===== src/rtl/branch_redirect_ctrl.sv =====
`timescale 1ns/1ps
// ---------------------------------------------------------------------------
// branch_redirect_ctrl
//
// Turns a branch/jump resolved in EX into a single redirect request towards
// fetch. The redirect waits until the branch's delay-slot instruction has
// been fetched. It is then held until fetch accepts it. An exception or eret
// flush overrides everything and drops any pending redirect.
//
// Ports
//   clk               single clock, all state on its rising edge
//   resetn            asynchronous active-low reset
//   ex_branch_valid   a branch/jump is resolved in EX this cycle
//   ex_branch_taken   the resolved branch is taken
//   ex_branch_target  resolved target PC
//   ds_fetched        delay-slot instruction of the EX branch has been fetched
//   stall             global pipeline stall (EX outputs not valid while high)
//   if_ready          fetch accepts the redirect this cycle
//   exc_flush         exception/eret flush, highest priority
//   redirect_valid    redirect request to fetch (registered, ISSUE only)
//   redirect_pc       redirect target
//   flush_if          kill wrong-path fetches after the delay slot
//   busy              a redirect is pending (WAIT_DS or ISSUE)
//   conflict          sticky: a branch was resolved while a redirect was pending
//   branch_cnt        saturating count of resolved branches
//   taken_cnt         saturating count of taken branches
//   fsm_state         current FSM state, for observation only
//
// Handshake (redirect_valid / if_ready): a redirect transfers in a cycle
// where both are high. While redirect_valid is high and if_ready is low,
// redirect_pc and flush_if stay stable. redirect_valid never drops without
// a transfer unless exc_flush or resetn intervenes.
// ---------------------------------------------------------------------------
module branch_redirect_ctrl (
    input  logic        clk,
    input  logic        resetn,
    input  logic        ex_branch_valid,
    input  logic        ex_branch_taken,
    input  logic [31:0] ex_branch_target,
    input  logic        ds_fetched,
    input  logic        stall,
    input  logic        if_ready,
    input  logic        exc_flush,
    output logic        redirect_valid,
    output logic [31:0] redirect_pc,
    output logic        flush_if,
    output logic        busy,
    output logic        conflict,
    output logic [15:0] branch_cnt,
    output logic [15:0] taken_cnt,
    output logic [1:0]  fsm_state
);

    localparam logic [1:0] IDLE    = 2'd0;
    localparam logic [1:0] WAIT_DS = 2'd1;
    localparam logic [1:0] ISSUE   = 2'd2;

    localparam logic [15:0] CNT_MAX = 16'hFFFF;

    logic [1:0] state;
    logic [1:0] state_nxt;
    logic       sample;
    logic       launch;

    // The EX branch fields are only trusted when nothing is stalling or
    // flushing the pipeline.
    assign sample = ex_branch_valid & ~stall & ~exc_flush;

    // A new redirect starts only from IDLE. Samples that arrive while busy
    // are counted and flagged, but they do not disturb the pending redirect.
    assign launch = sample & ex_branch_taken & (state == IDLE);

    always_comb begin
        state_nxt = state;
        if (exc_flush) begin
            state_nxt = IDLE;
        end else begin
            case (state)
                IDLE: begin
                    if (launch) begin
                        state_nxt = ds_fetched ? ISSUE : WAIT_DS;
                    end
                end
                WAIT_DS: begin
                    // The delay slot arrives from fetch, so stall does not
                    // hold back this transition.
                    if (ds_fetched) begin
                        state_nxt = ISSUE;
                    end
                end
                ISSUE: begin
                    if (if_ready) begin
                        state_nxt = IDLE;
                    end
                end
                default: begin
                    state_nxt = IDLE;
                end
            endcase
        end
    end

    // Outputs are registered from the next-state decode. They therefore
    // equal a decode of the state register, without any combinational path
    // from the inputs.
    always_ff @(posedge clk or negedge resetn) begin
        if (!resetn) begin
            state          <= IDLE;
            redirect_valid <= 1'b0;
            flush_if       <= 1'b0;
            busy           <= 1'b0;
        end else begin
            state          <= state_nxt;
            redirect_valid <= (state_nxt == ISSUE);
            flush_if       <= (state_nxt == ISSUE);
            busy           <= (state_nxt != IDLE);
        end
    end

    // The target is captured only when a redirect launches. It is kept
    // afterwards, even across a flush or a return to IDLE.
    always_ff @(posedge clk or negedge resetn) begin
        if (!resetn) begin
            redirect_pc <= 32'h0;
        end else if (launch) begin
            redirect_pc <= ex_branch_target;
        end
    end

    always_ff @(posedge clk or negedge resetn) begin
        if (!resetn) begin
            conflict <= 1'b0;
        end else if (sample && (state != IDLE)) begin
            conflict <= 1'b1;
        end
    end

    always_ff @(posedge clk or negedge resetn) begin
        if (!resetn) begin
            branch_cnt <= 16'h0;
            taken_cnt  <= 16'h0;
        end else if (sample) begin
            if (branch_cnt != CNT_MAX) begin
                branch_cnt <= branch_cnt + 16'd1;
            end
            if (ex_branch_taken && (taken_cnt != CNT_MAX)) begin
                taken_cnt <= taken_cnt + 16'd1;
            end
        end
    end

    assign fsm_state = state;

endmodule


===== config.mk =====
export PLATFORM = sky130hd
export DESIGN_NAME = branch_redirect_ctrl
export DESIGN_NICKNAME = d
export VERILOG_FILES = /design/src/rtl/branch_redirect_ctrl.sv
export SDC_FILE = /design/constraint.sdc
export NUM_CORES = 1
export LEC_CHECK = 0
export CORE_MARGIN = 2
export CORE_UTILIZATION = 44
export CTS_CLUSTER_DIAMETER = 50
export CTS_CLUSTER_SIZE = 25
export DETAILED_ROUTE_END_ITERATION = 10
export MAX_ROUTING_LAYER = met4
export PLACE_DENSITY = 0.8
export SETUP_SLACK_MARGIN = 0.5
export SLEW_MARGIN = 20
export SYNTH_ARGS = -nofsm -noshare
export SYNTH_HDL_FRONTEND = slang
export SYNTH_SLANG_ARGS = --single-unit

===== constraint.sdc =====
create_clock -name clk -period 2.1 [get_ports clk]
set_input_delay 0.21 -clock clk [delete_from_list [all_inputs] [get_ports clk]]
set_output_delay 0.21 -clock clk [all_outputs]
set_load 0.01 [all_outputs]

Yosys cells after proc, flatten, opt, wreduce, memory -nomap -nowiden
Index checks and enable logic that the tools add are counted.
{"block": "word_totals", "latchBits": 0, "mem_bits_ro": 0, "mem_bits_rw": 0, "out_inout_bits": 70, "wordCells": 33, "ff_bits": 69, "n_memories": 0, "inputBits": 40}
{"block": "classes", "shifts": 0, "div_mod_pow": 0, "n_mul": 0, "n_bitwise": 6, "order_cmp": 0, "eq_ne": 5, "n_addsub": 2, "reduce_logical": 7, "mux": 6}
{"cell": "adder 16 x 1 -> 16 bit (second input constant)", "count": 2}
{"cell": "inequality test 16 bit (second input constant)", "count": 2}
{"cell": "two-way mux 2 bit", "count": 5}
{"cell": "one-hot mux 2 bit (3 select lines)", "count": 1}
{"cell": "bitwise AND 1 bit", "count": 4}
{"cell": "== test 2 bit (second input constant)", "count": 2}
{"cell": "AND reduction 2 bit", "count": 2}
{"cell": "nonzero test 2 bit", "count": 2}
{"cell": "== test 2 x 1 -> 1 bit (second input constant)", "count": 1}
{"cell": "logical AND 1 bit", "count": 2}
{"cell": "zero test 2 bit", "count": 1}
{"cell": "inverter 1 bit", "count": 2}

Depth between registers and ports, before layout
{"block": "depth", "depth_word": 9, "depth_mapped": 6}

Worst setup path before layout
Ideal clock, no wire load.
{"block": "synth_path", "path_type": "register -> register", "from": "register taken_cnt[0]", "to": "register taken_cnt[15]", "stages_incl_launch_ff": 7, "t_arrival_ps": 1610, "path_buffers": 0, "required_ps": 1975, "setup_time_ps": 125, "path_slack_ps": 365, "period_less_slack_ps": 1735, "cell_sequence": "dfrtp_1 -> ha_1 -> nand3_1 -> nor3_1 -> nor3b_2 -> or3b_1 -> xnor2_1"}
{"block": "synth_via", "elab_chain_len": 3, "elab_cells_between_ends": 4, "classes_between": "add/sub (1); eq/ne (1); reduce/logical (2)"}
{"item": "start: declaration", "line_no": "50", "source": "output logic [15:0] taken_cnt,"}
{"item": "start signal: assignment", "line_no": "147", "source": "taken_cnt <= taken_cnt + 16'd1;"}
{"item": "branches (longest 3 deep; another with adder 16 x 1 -> 16 bit)"}
Parallel ways; which one is timed is not known.
A chain may end at the register's enable or synchronous reset.

Worst setup path after layout
{"block": "layout_path", "from": "register taken_cnt[11]", "to": "register taken_cnt[15]"}
The elaborated chain is that of the path after synthesis.

==> flow_summary.yaml <==
status:
  status: "finished, final reports clean"
detailed_routing:
  vias: 2228
  drt_first_iter_violations: 58
  first_pass_iters: 5
  vias_per_cell: 5.05
  route.detailed.wl_per_inst_um: 15.0
  drt-total-wl_mm: 6.63
  route.antenna.remaining_nets: 0
  drc: 0
setup_path:
  cp-end-kind: "register"
  critPathLaunchType: "register"
  cp.required_ns: 2.31
  cp.arrival_ns: 1.80
  crit_path_category: "register to register"
  crit_fanout: 5
  rrSetupSlack_ns: 0.51
timing:
  maxSlewViolCount: 0
  setup_viol: 0
  finalSetupTns_ns: 0
  fin_hold_ws_ns: 0.428
  worstMarginPinSlew_ns: 0.375
  setup_repair_after_global_routing_missed_its_margin: "yes"
  maximum_clock_skew_at_final_layout_ns: 0.0166
  max_freq_mhz: 628
  period_minus_slack_ns: 1.59
  period_share_pct: 75.9
  finalHoldViolCount: 0
  slew-limit-headroom_pct: 75.0
yosys:
  ys_seq_elements: 69
  async_flop_share_pct: 100
  mappedNetlistNets: 259
  syn_area_um2: 2870
  synthDominantAreaCellType: "sky130_fd_sc_hd__dfrtp_1"
  most_area_consuming_cells_after_synthesis: "sky130_fd_sc_hd__dfrtp_1, sky130_fd_sc_hd__mux2_2, sky130_fd_sc_hd__xnor2_1"
  yosys_most_used_dff: "sky130_fd_sc_hd__dfrtp_1"
  avgSynthCellArea_um2: 13.2
  synthDistinctLibCells: 34
  post-synth-top-area-fraction_pct: 60.1
  sequential_element_share_of_the_synthesized_area_pct: 60.1
  synth.yosys.warnings: 0
  post_synthesis_cells: 217
  synth-edff-count: 0
layout:
  fin_util_pct: 71.8
  layout.cells.most_common: "sky130_fd_sc_hd__clkdlybuf4s50_1"
  most-common-layout-cells: "sky130_fd_sc_hd__clkdlybuf4s50_1, sky130_fd_sc_hd__dfrtp_1, sky130_fd_sc_hd__mux2_2"
  final_cell_count_no_fill: 441
  drive_gt1_share_pct: 29.1
  antenna_cells: 0
  finish.net_count: 403
  syn2layout_area_growth_pct: 58.7
clocking:
  clock_latency_on_the_worst_skew_pair_ns: 0.33
  root_driver: "sky130_fd_sc_hd__clkbuf_8"
  clock_path_buffers: 2
  numCtsBuffers: 9
  htree_num_levels: 3
  path_clk_slew_ns: 0.07
  clock_sinks: 69
  tritoncts: "done"
die:
  die-area_um2: 7190
  starting_density_of_the_core_pct: 45.3
  floorplan_die_width_um: 84.8
  fp-row-count: 29
  die_y_um: 84.8
  core_region_area_um2: 6350
  top_level_ports: 110
global_route:
  grt_start_max_net_pins: 70
  first_global_vias: 2182
  grt_util_all_layers_pct: 18.9
  wire_length_of_the_first_global_routing_pass_mm: 10.5
  antenna_found_initial: 0
  globalRouteOverflowTotal: 0
power:
  power_leakage_uw: 0.00198
  pwr_density_cell_nw_per_um2: 829
  worst_ir_drop_vdd_mv: 0.598
  fin_total_pwr_uw: 3780
flow_run:
  drv_cap: 0
worst_hold_path:
  hold_path.class: "input pin to async pin"
placement:
  numPlacedInstances: 405
  gpl.final_weighted_congestion: 0.787
  port_buffers: 109
  estimated_wirelength_of_the_detail_placed_design_mm: 4.48
-- report_power, final --
| group | leakage (uW) | internal [uW] | switching [uW] |
|---|---|---|---|
| registers | 0.000859 | 1560 | 196 |
| clock network | 0.0000848 | 442 | 448 |
| logic | 0.00103 | 736 | 396 |
| total | 0.00198 | 2740 | 1040 |
-- Yosys cell counts (2+ instances only) --
cell                       instances
sky130_fd_sc_hd__o21bai_1          2
sky130_fd_sc_hd__nand4_1           9
sky130_fd_sc_hd__mux2_2           34
sky130_fd_sc_hd__nand2_1          15
sky130_fd_sc_hd__nor3b_1           2
sky130_fd_sc_hd__nor3_1            5
sky130_fd_sc_hd__buf_2             3
sky130_fd_sc_hd__nand3_1           7
sky130_fd_sc_hd__dfrtp_1          69
sky130_fd_sc_hd__xor2_1            8
sky130_fd_sc_hd__a21oi_1           3
sky130_fd_sc_hd__inv_1             3
sky130_fd_sc_hd__nor2_1           11
sky130_fd_sc_hd__and3_1            5
sky130_fd_sc_hd__xnor2_1          20
sky130_fd_sc_hd__nor4b_1           2
sky130_fd_sc_hd__ha_1              2
-- area by class of cell --
cell class                      count  area (um^2)
Inverter                            3         11.3
Fill cell                         455         1790
Timing Repair Buffer              137         1330
Sequential cell                    69         1740
Clock inverter                      3         15.0
Tap cell                           77         96.3
Clock buffer                       11          141
Multi-Input combinational cell    141         1230
-- state kept, by name, indices dropped and copies added, names as in the netlist --
name,cells
branch_cnt,16
busy,1
conflict,1
flush_if,1
fsm_state,2
redirect_pc,32
taken_cnt,16
-- worst max-delay path, cell delays in order (launching register included) --
cell	delay, ns
sky130_fd_sc_hd__dfrtp_1	0.44
sky130_fd_sc_hd__nand4_1	0.15
sky130_fd_sc_hd__buf_4	0.15
sky130_fd_sc_hd__nor3_4	0.05
sky130_fd_sc_hd__nor3b_2	0.17
sky130_fd_sc_hd__or3b_1	0.38
sky130_fd_sc_hd__xnor2_1	0.13
-- metal layers --
| metal | vias up | GRT usage [%] | routed length (um) |
|---|---|---|---|
| li1 | 1047 | - | - |
| met1 | 1100 | 24.5 | 2910 |
| met2 | 77 | 29.8 | 3270 |
| met3 | 4 | 4.18 | 410 |
| met4 | 0 | 6.49 | 33 |
| met5 | - | - | 0 |
-- logic make-up after synthesis --
kind of cell / count (synthesis) / synth area share [%]
compound gates: 11 / 3.09
xor+xnor: 28 / 8.53
fa+ha+maj: 2 / 0.871
buf+inv: 7 / 1.18
flops: 69 / 60.1
mux: 34 / 13.3
simple gates: 66 / 12.9
-- through the flow --
stage,cell area (um^2),setup WS [ns]
6_report,4560,0.507
5_1_grt,4560,0.416
4_1_cts,4440,0.470
3_5_place_dp,4160,0.0975
3_3_place_gp,4160,0.126
2_1_floorplan,2930,0.473
-- worst paths after layout --
kind,from,end,cells after the start
max,taken_cnt[11],taken_cnt[15],6
min,resetn,redirect_pc[11],3
max reg2reg,taken_cnt[11],taken_cnt[15],6
min reg2reg,branch_cnt[15],branch_cnt[15],1
max in group asynchronous,resetn,branch_cnt[12],3
min in group clk,exc_flush,busy,3
-- timing repair --
action / in CTS / in global routing
endpoints found under the setup margin: 15 / 26
setup buffers: 11 / 10
gates resized for setup: 9 / 15
cloned: 0 / 0
hold endpoints to repair: 69 / 0
hold buffers: 1 / 0
pin swaps: 6 / 6
No activity file was read; power rests on OpenSTA's default activity.
